<file path="src/rtl/keypad_bcd_encoder_pkg.sv">
// keypad_bcd_encoder_pkg: shared constants for the keypad encoder.
// FSM state codes, BCD width, key count and the code bundle type.
package keypad_bcd_encoder_pkg;

  localparam int BCD_W = 4;
  localparam int KEY_N = 10;

  localparam logic [1:0] ST_IDLE       = 2'd0;
  localparam logic [1:0] ST_PRESS_DB   = 2'd1;
  localparam logic [1:0] ST_HELD       = 2'd2;
  localparam logic [1:0] ST_RELEASE_DB = 2'd3;

  typedef struct packed {
    logic             multi;
    logic [BCD_W-1:0] bcd;
  } code_t;

endpackage

</file>
<file path="src/rtl/keypad_bcd_encoder_if.sv">
// keypad_bcd_encoder_if: digit output handshake bundle.
// bcd/multi/valid flow master->slave, ready flows slave->master.
interface keypad_bcd_encoder_if;
  import keypad_bcd_encoder_pkg::*;

  logic [BCD_W-1:0] bcd;
  logic             multi;
  logic             valid;
  logic             ready;

  modport master (
    output bcd,
    output multi,
    output valid,
    input  ready
  );

  modport slave (
    input  bcd,
    input  multi,
    input  valid,
    output ready
  );

endinterface

</file>
<file path="src/rtl/keypad_bcd_encoder_dec_to_bcd_priority.sv">
// dec_to_bcd_priority: 10-line pattern -> 4-bit code, highest index wins.
// Ports: pattern (in), code (out), multi (out, more than one bit set).
module dec_to_bcd_priority
  import keypad_bcd_encoder_pkg::*;
(
  input  logic [KEY_N-1:0] pattern,
  output logic [BCD_W-1:0] code,
  output logic             multi
);

  localparam logic [KEY_N-1:0] ONE = {{(KEY_N-1){1'b0}}, 1'b1};

  always_comb begin
    code = '0;
    for (int i = 0; i < KEY_N; i++) begin
      if (pattern[i]) begin
        code = BCD_W'(i);
      end
    end
  end

  // Clearing the lowest set bit leaves something only if two or more were set.
  assign multi = |(pattern & (pattern - ONE));

endmodule

</file>
<file path="src/rtl/keypad_bcd_encoder.sv">
// keypad_bcd_encoder: sync + debounce + priority-encode a decimal keypad.
// Ports: clk, reset_b, key[9:0], clr_overrun, overrun, busy, digit (master).
module keypad_bcd_encoder
  import keypad_bcd_encoder_pkg::*;
#(
  parameter int DEBOUNCE_CYCLES = 4,
  parameter int CNT_W           = 8
) (
  input  logic             clk,
  input  logic             reset_b,
  input  logic [KEY_N-1:0] key,
  input  logic             clr_overrun,
  output logic             overrun,
  output logic             busy,
  keypad_bcd_encoder_if.master digit
);

  localparam logic [CNT_W-1:0] CNT_LAST =
    CNT_W'(DEBOUNCE_CYCLES - 1);
  localparam logic [CNT_W-1:0] CNT_ONE = CNT_W'(1);

  logic [KEY_N-1:0] key_m;
  logic [KEY_N-1:0] key_s;
  logic [KEY_N-1:0] pat;
  logic [1:0]       state;
  logic [CNT_W-1:0] cnt;

  logic [BCD_W-1:0] enc_bcd;
  logic             enc_multi;

  logic [BCD_W-1:0] bcd_q;
  logic             multi_q;
  logic             valid_q;

  logic key_any;
  logic same;
  logic cnt_done;
  logic accept;
  logic consume;
  logic drop;

  always_ff @(posedge clk or negedge reset_b) begin
    if (!reset_b) begin
      key_m <= '0;
      key_s <= '0;
    end else begin
      key_m <= key;
      key_s <= key_m;
    end
  end

  dec_to_bcd_priority u_enc (
    .pattern (pat),
    .code    (enc_bcd),
    .multi   (enc_multi)
  );

  assign key_any  = |key_s;
  assign same     = (key_s == pat);
  assign cnt_done = (cnt == CNT_LAST);

  // A press is accepted on the last matching debounce sample.
  assign accept = (state == ST_PRESS_DB) && key_any && same
                  && cnt_done;
  assign consume = valid_q && digit.ready;
  // Consumer freeing the slot this cycle still lets the new code in.
  assign drop = accept && valid_q && !digit.ready;

  always_ff @(posedge clk or negedge reset_b) begin
    if (!reset_b) begin
      state <= ST_IDLE;
      cnt   <= '0;
      pat   <= '0;
    end else begin
      unique case (state)
        ST_IDLE: begin
          if (key_any) begin
            pat   <= key_s;
            cnt   <= '0;
            state <= ST_PRESS_DB;
          end
        end
        ST_PRESS_DB: begin
          if (!key_any) begin
            state <= ST_IDLE;
          end else if (!same) begin
            pat <= key_s;
            cnt <= '0;
          end else if (cnt_done) begin
            state <= ST_HELD;
          end else begin
            cnt <= cnt + CNT_ONE;
          end
        end
        ST_HELD: begin
          // Pattern changes while held never yield a new digit.
          if (!key_any) begin
            cnt   <= '0;
            state <= ST_RELEASE_DB;
          end
        end
        ST_RELEASE_DB: begin
          if (key_any) begin
            state <= ST_HELD;
          end else if (cnt_done) begin
            state <= ST_IDLE;
          end else begin
            cnt <= cnt + CNT_ONE;
          end
        end
        default: state <= ST_IDLE;
      endcase
    end
  end

  always_ff @(posedge clk or negedge reset_b) begin
    if (!reset_b) begin
      bcd_q   <= '0;
      multi_q <= 1'b0;
      valid_q <= 1'b0;
    end else if (accept && !drop) begin
      bcd_q   <= enc_bcd;
      multi_q <= enc_multi;
      valid_q <= 1'b1;
    end else if (consume) begin
      valid_q <= 1'b0;
    end
  end

  always_ff @(posedge clk or negedge reset_b) begin
    if (!reset_b) begin
      overrun <= 1'b0;
    end else if (drop) begin
      overrun <= 1'b1;
    end else if (clr_overrun) begin
      overrun <= 1'b0;
    end
  end

  assign busy        = (state != ST_IDLE);
  assign digit.bcd   = bcd_q;
  assign digit.multi = multi_q;
  assign digit.valid = valid_q;

endmodule
</file>
<file path="src/flat_wrapper.sv">
// flat-port wrapper written by rule: the top's interface ports become plain ports
module keypad_bcd_encoder_flat import keypad_bcd_encoder_pkg::*;
#(
  parameter int DEBOUNCE_CYCLES = 4,
  parameter int CNT_W           = 8
)
  (clk, reset_b, key, clr_overrun, overrun, busy, digit_bcd, digit_multi, digit_valid, digit_ready);
  keypad_bcd_encoder_if digit_i ();
  input  logic clk;
  input  logic reset_b;
  input  logic [KEY_N-1:0] key;
  input  logic clr_overrun;
  output logic overrun;
  output logic busy;
  output wire logic [$bits(digit_i.bcd)-1:0] digit_bcd;
  output wire logic [$bits(digit_i.multi)-1:0] digit_multi;
  output wire logic [$bits(digit_i.valid)-1:0] digit_valid;
  input wire logic [$bits(digit_i.ready)-1:0] digit_ready;
  assign digit_bcd = digit_i.bcd;
  assign digit_multi = digit_i.multi;
  assign digit_valid = digit_i.valid;
  assign digit_i.ready = digit_ready;
  keypad_bcd_encoder #(.DEBOUNCE_CYCLES(DEBOUNCE_CYCLES), .CNT_W(CNT_W)) u_core (.clk(clk), .reset_b(reset_b), .key(key), .clr_overrun(clr_overrun), .overrun(overrun), .busy(busy), .digit(digit_i));
endmodule
</file>
<file path="config.mk">
export PLATFORM = sky130hd
export DESIGN_NAME = keypad_bcd_encoder_flat
export DESIGN_NICKNAME = d
export VERILOG_FILES = /design/src/rtl/keypad_bcd_encoder_pkg.sv /design/src/rtl/keypad_bcd_encoder_if.sv /design/src/rtl/keypad_bcd_encoder_dec_to_bcd_priority.sv /design/src/rtl/keypad_bcd_encoder.sv /design/src/flat_wrapper.sv
export SDC_FILE = /design/constraint.sdc
export NUM_CORES = 1
export LEC_CHECK = 0
export BUFFER_PORTS_ARGS = -buffer_cell sky130_fd_sc_hd__buf_4
export CAP_MARGIN = 20
export CORE_MARGIN = 2
export CORE_UTILIZATION = 57
export DETAILED_ROUTE_END_ITERATION = 8
export PLACE_DENSITY = 0.85
export SLEW_MARGIN = 30
export SYNTH_ARGS = -nofsm -noshare
export SYNTH_HDL_FRONTEND = slang
export SYNTH_SLANG_ARGS = --single-unit
</file>
<file path="constraint.sdc">
create_clock -name clk -period 3.3 [get_ports clk]
set_clock_uncertainty 0.15 [all_clocks]
set_input_delay 0.165 -clock clk [delete_from_list [all_inputs] [get_ports clk]]
set_output_delay 0.165 -clock clk [all_outputs]
set_load 0.005 [all_outputs]
</file>
---- Word level (Yosys, flattened, before mapping) ----
Cells that the tools add are included.
operators by class
  $add $sub $neg .......................... 2
  eq/ne operators ......................... 13
  mux-type cells .......................... 32
  bitwise logic cells ..................... 1
  reductions and logical operators ........ 19
operator list
  cell                                                                  number
  8-bit two-way mux                                                     6
  4-bit two-way mux                                                     8
  8-bit one-hot mux with 4 select lines                                 1
  10-bit two-way mux                                                    3
  10-bit one-hot mux with 2 select lines                                1
  10-bit OR reduction                                                   2
  2-bit two-way mux                                                     7
  10-bit bitwise AND                                                    1
  10-bit == test                                                        1
  10-bit by 1-bit subtractor with 10-bit output, second input constant  1
  8-bit by 1-bit adder with 8-bit output, second input constant         1
  8-bit by 2-bit == test with 1-bit output, second input constant       1
  2-bit one-hot mux with 4 select lines                                 1
  4-bit AND reduction                                                   2
  2-bit nonzero test                                                    4
  1-bit logical AND                                                     7
  2-bit != test, second input constant                                  3
  3-bit != test, second input constant                                  2
  1-bit two-way mux                                                     5
  5-bit AND reduction                                                   1
  2-bit == test, second input constant                                  2
  2-bit by 1-bit != test with 1-bit output, second input constant       2
  3-bit by 1-bit != test with 1-bit output, second input constant       1
  2-bit by 1-bit == test with 1-bit output, second input constant       1
  2 further kinds                                                       3
word-level totals
  flip-flop bits (word level) ............. 47
  output and inout port bits .............. 8
  logic and storage cells ................. 76

---- Depth between registers and ports, before layout ----
  word-level depth ........................ 9
  gate-level depth with buffers ........... 6
  depth with buffers taken out ............ 6

---- By module ----
A second synthesis with hierarchy kept.
unflattened totals
  cell total of the unflattened synthesis .. 176
  area total of the unflattened synthesis .. 2,190.9 um^2
modules (own cells, without submodules)
  module               times used  cells an instance  area an instance (um^2)  sequential area each (um^2)
  keypad_bcd_encoder   1           151                2,044.5                  1,176.1
  dec_to_bcd_priority  1           25                 146.4                    0.0

---- Worst setup path before layout ----
OpenSTA, ideal clock, no wires.
  kind .................................... register to register
  from .................................... register u_core.cnt[4]
  to ...................................... register u_core.bcd_q[0] (netlist: u_core.digit.bcd[0])
  library setup time ...................... 0.124 ns
  arrival ................................. 2.141 ns
  data required time ...................... 3.026 ns
  slack ................................... 0.885 ns
  stages on the path, launching flop included .. 6
  period minus slack after synthesis ...... 2.415 ns
  cells stage by stage .................... dfrtp_1 or4_1 or4_4 nor4_4 nand3_2 o31a_1
between the ends
  longest elaborated chain between the ends .. 6
RTL lines
  item                                          RTL line                   source
  from (decl)                                   keypad_bcd_encoder.sv:26   logic [CNT_W-1:0] cnt;
  from (signal assigned)                        keypad_bcd_encoder.sv:92   cnt <= cnt + CNT_ONE;
  from (signal assigned)                        keypad_bcd_encoder.sv:108  cnt <= cnt + CNT_ONE;
  8-bit by 2-bit == test with 1-bit output (*)  keypad_bcd_encoder.sv:60   assign cnt_done = (cnt == CNT_LAST);
  1-bit logical AND (*)                         keypad_bcd_encoder.sv:64   && cnt_done;
  1-bit logical AND (2 in series)               keypad_bcd_encoder.sv:67   assign drop = accept && valid_q && !digit.ready;
  1-bit logical NOT                             keypad_bcd_encoder.sv:121  end else if (accept && !drop) begin
  1-bit logical AND (*)                         keypad_bcd_encoder.sv:121
  to (signal assigned)                          keypad_bcd_encoder.sv:122  bcd_q <= enc_bcd;
  to (decl)                                     keypad_bcd_encoder.sv:31   logic [BCD_W-1:0] bcd_q;
Every way passes the cells marked *; elsewhere a longest branch is shown, timed or not.
A chain may end at the register's enable or synchronous reset.

---- Worst setup path after layout ----
Ends and elaborated chain as after synthesis.

==> results.md <==
- Status: complete, no violations
- Drt wl/cell: 15.79 µm
- Post-CTS Hold Fix Bufs: 12
- Endpoint of the worst hold path: u_core.digit.valid
- Maximum root-to-sink buffer count: 2
- Tcrit/Tclk final: 0.7927
- Worst r2r src: u_core.cnt[4]
- Total power: 1.030 mW
- Max Used Layer: met4
- Final instance area: 2489 µm²
- Achievable Freq: 382.3 MHz
- CTS Root Cell: clkbuf_4
- Top_reg_cell synth: dfrtp_1
- Final GP Congestion: 0.8379
- Sequential share of the synthesized area: 0.5652
- Peak fanout along the critical path: 6
- CTS sink count: 47
- I/O pin total: 22
- IO Port Bufs: 21
- Total negative slack: 0 ns
- Vias per cell: 5.936
- Worst hold slack: 0.09119 ns
- R2R Path End: u_core.digit.bcd[0]
- Most frequent cells in the layout: dfrtp_1 (47), buf_4 (21), xnor2_1 (12), dlygate4sd3_1 (12)
- Cells after Synth: 180
- Maximum vdd ir drop: 408.2 µV
- Max capacitance violation total: 0
- Setup Buffers After CTS: 0
- Die Ht: 64.42 µm
- DRT iter0 DRCs: 80
- Synth Area per Inst: 11.56 µm²
- Via count: 1567
- Reg clk slew, reported paths: 0.13 ns
- Leak: 1.137 nW
- Mapped Area: 2081 µm²
- Commonest non-fill, non-tap cell in the layout: dfrtp_1
- Total global routing overflow: 0
- Gr usage total: 0.2221
- R2R Setup Slk: 0.68 ns
- H-Tree Depth: 2
- ANT nets after route: 0
- Area Overhead vs Synth: 19.60%
- Std-Cell Rows: 21
- Metal2 WL: 2158 µm
- Final Hold Vio Count: 0
- Least-Margin Pin Slew: 0.5559 ns
- Final max-slew violation count: 0
- Min cycle time layout: 2.616 ns
- Critical path class: reg2reg
- Headroom to the max-slew limit: 0.6294
- Share of post-route cells with drive strength above 1: 0.2018
- Synth Warn #: 0
- Crit path launch type: flop
- Post-DP Area: 2285 µm²
- Worst hold stages: 3
- RSZ-0062 raised after global routing: false
- Met1 wire length: 1755 µm
- Synthesized flop and latch total: 47
- Detailed Routing Iterations Pass 1: 4
- CTS tree: built
- Total wire length: 4169 µm
- Worst reg2reg path depth: 5
- Post-CTS sizing: 0
- Die Width: 64.42 µm
- Synth async-reset ratio: 1.000
- Vias in the first global route: 1547
- First-pass GRT wire length: 7003 µm
- Nets: 232
- Post-route DRC: 0
- Count of final setup violators: 0
- Antenna Diode Count: 0
- Power per cell area: 414.0 nW/µm²
- Crit end category: flop
- EDFF count, synth: 0
- CORE AREA: 3416 µm²
- Die area: 4150 µm²
- Hold_sp: digit_ready
- Worst EP arrival: 2.72 ns
- Clock Latency Late Sink: 0.36 ns
- HP Class: in2reg
- Metal3 WL: 191 µm
- Initial antenna violation count: 0
- Pin count of the biggest net entering global routing: 48
- Req. time, crit path: 3.40 ns
- Fill count: 228
- Synth cell types: 44
- Post-Syn Nets: 195
- Initial Util: 0.6092
- CTS Buf Count: 5
- Post-detail-place hpwl: 2878 µm
- Core Util, Final: 0.7286
-- sequential cells by signal, indices dropped and copies added (netlist names), named ones only --
register and cells:
u_core.state 1, u_core.pat 10, u_core.digit.valid 1, u_core.overrun 1, u_core.key_m 10, u_core.digit.bcd 4, u_core.key_s 10, u_core.digit.multi 1
u_core.cnt 8
-- per-layer routing --
| layer | up-vias | global-route usage |
|---|---|---|
| met5 | - | 0 |
| met4 | 0 | 0.06383 |
| met3 | 7 | 0.04861 |
| met2 | 61 | 0.3867 |
| met1 | 760 | 0.2803 |
| li1 | 739 | - |
-- metrics by stage --
stage	setup WS [ns]	std cells
3_5_place_dp	0.7445	244
3_3_place_gp	0.8005	244
2_1_floorplan	0.8848	180
6_report	0.6840	264
4_1_cts	0.7148	264
5_1_grt	0.6192	264
-- synthesized netlist by cell type, types with 2 or more instances --
| library cell | number | area (µm²) |
|---|---|---|
| a22o_1 | 9 | 78.83 |
| o21bai_1 | 2 | 15.01 |
| or3_1 | 4 | 25.02 |
| nor4_1 | 4 | 25.02 |
| nand2_1 | 10 | 37.54 |
| or2_2 | 2 | 12.51 |
| inv_1 | 10 | 37.54 |
| a31oi_1 | 2 | 12.51 |
| nor2_1 | 8 | 30.03 |
| dfrtp_1 | 47 | 1176 |
| a21oi_1 | 7 | 35.03 |
| o31ai_1 | 3 | 22.52 |
| nand2b_1 | 3 | 18.77 |
| clkbuf_1 | 3 | 11.26 |
| o22ai_1 | 3 | 18.77 |
| nor3_1 | 5 | 25.02 |
| a21o_1 | 4 | 30.03 |
| mux2_2 | 7 | 78.83 |
| nand4_1 | 2 | 12.51 |
| o31a_1 | 2 | 17.52 |
| xnor2_1 | 12 | 105.1 |
| o21ai_0 | 3 | 15.01 |
| a41o_1 | 2 | 20.02 |
| o2bb2ai_1 | 2 | 17.52 |
| nand3_1 | 5 | 25.02 |
-- cell families (layout without fill, tap and decap cells) --
group,Yosys count,in the layout,share of synthesized area
compound gates,46,46,0.1648
xor+xnor,12,12,0.05051
fa+ha+maj,2,2,0.01082
buf+inv,13,51,0.02345
mux,8,8,0.04270
simple gates,52,52,0.1425
flops,47,47,0.5652
-- report_power, final --
part           internal [mW]  total, mW  switching, mW
clock                  0.162      0.347          0.185
sequential             0.595      0.615         0.0202
combinational         0.0382     0.0690         0.0308
-- worst max-delay path: stages (launching register included) --
cell,delay (ns)
dfrtp_1,0.45
or4_1,0.55
or4_4,0.52
nor4_4,0.31
nand3_2,0.20
o31a_1,0.33
-- worst max path at each step --
stage | startpoint | end | slack (ns)
after floorplan | u_core.cnt[4] | u_core.digit.bcd[0] | 0.88
after global placement | u_core.cnt[4] | u_core.digit.bcd[0] | 0.80
final | u_core.cnt[4] | u_core.digit.bcd[0] | 0.68
after global routing | u_core.cnt[4] | u_core.digit.bcd[0] | 0.62
after CTS | u_core.cnt[4] | u_core.digit.bcd[0] | 0.71
after detailed placement | u_core.cnt[4] | u_core.digit.bcd[0] | 0.74
-- layout make-up --
type | count | area (µm²) | share of cell area
clock buffer | 5 | 37.54 | 0.01508
clock inverter | 3 | 46.29 | 0.01860
inverter | 10 | 37.54 | 0.01508
multi-input combinational | 120 | 855.8 | 0.3439
sequential | 47 | 1176 | 0.4726
tap | 46 | 57.56 | 0.02313
timing repair buffer | 33 | 277.8 | 0.1116
(Power assumes the default switching activity.)
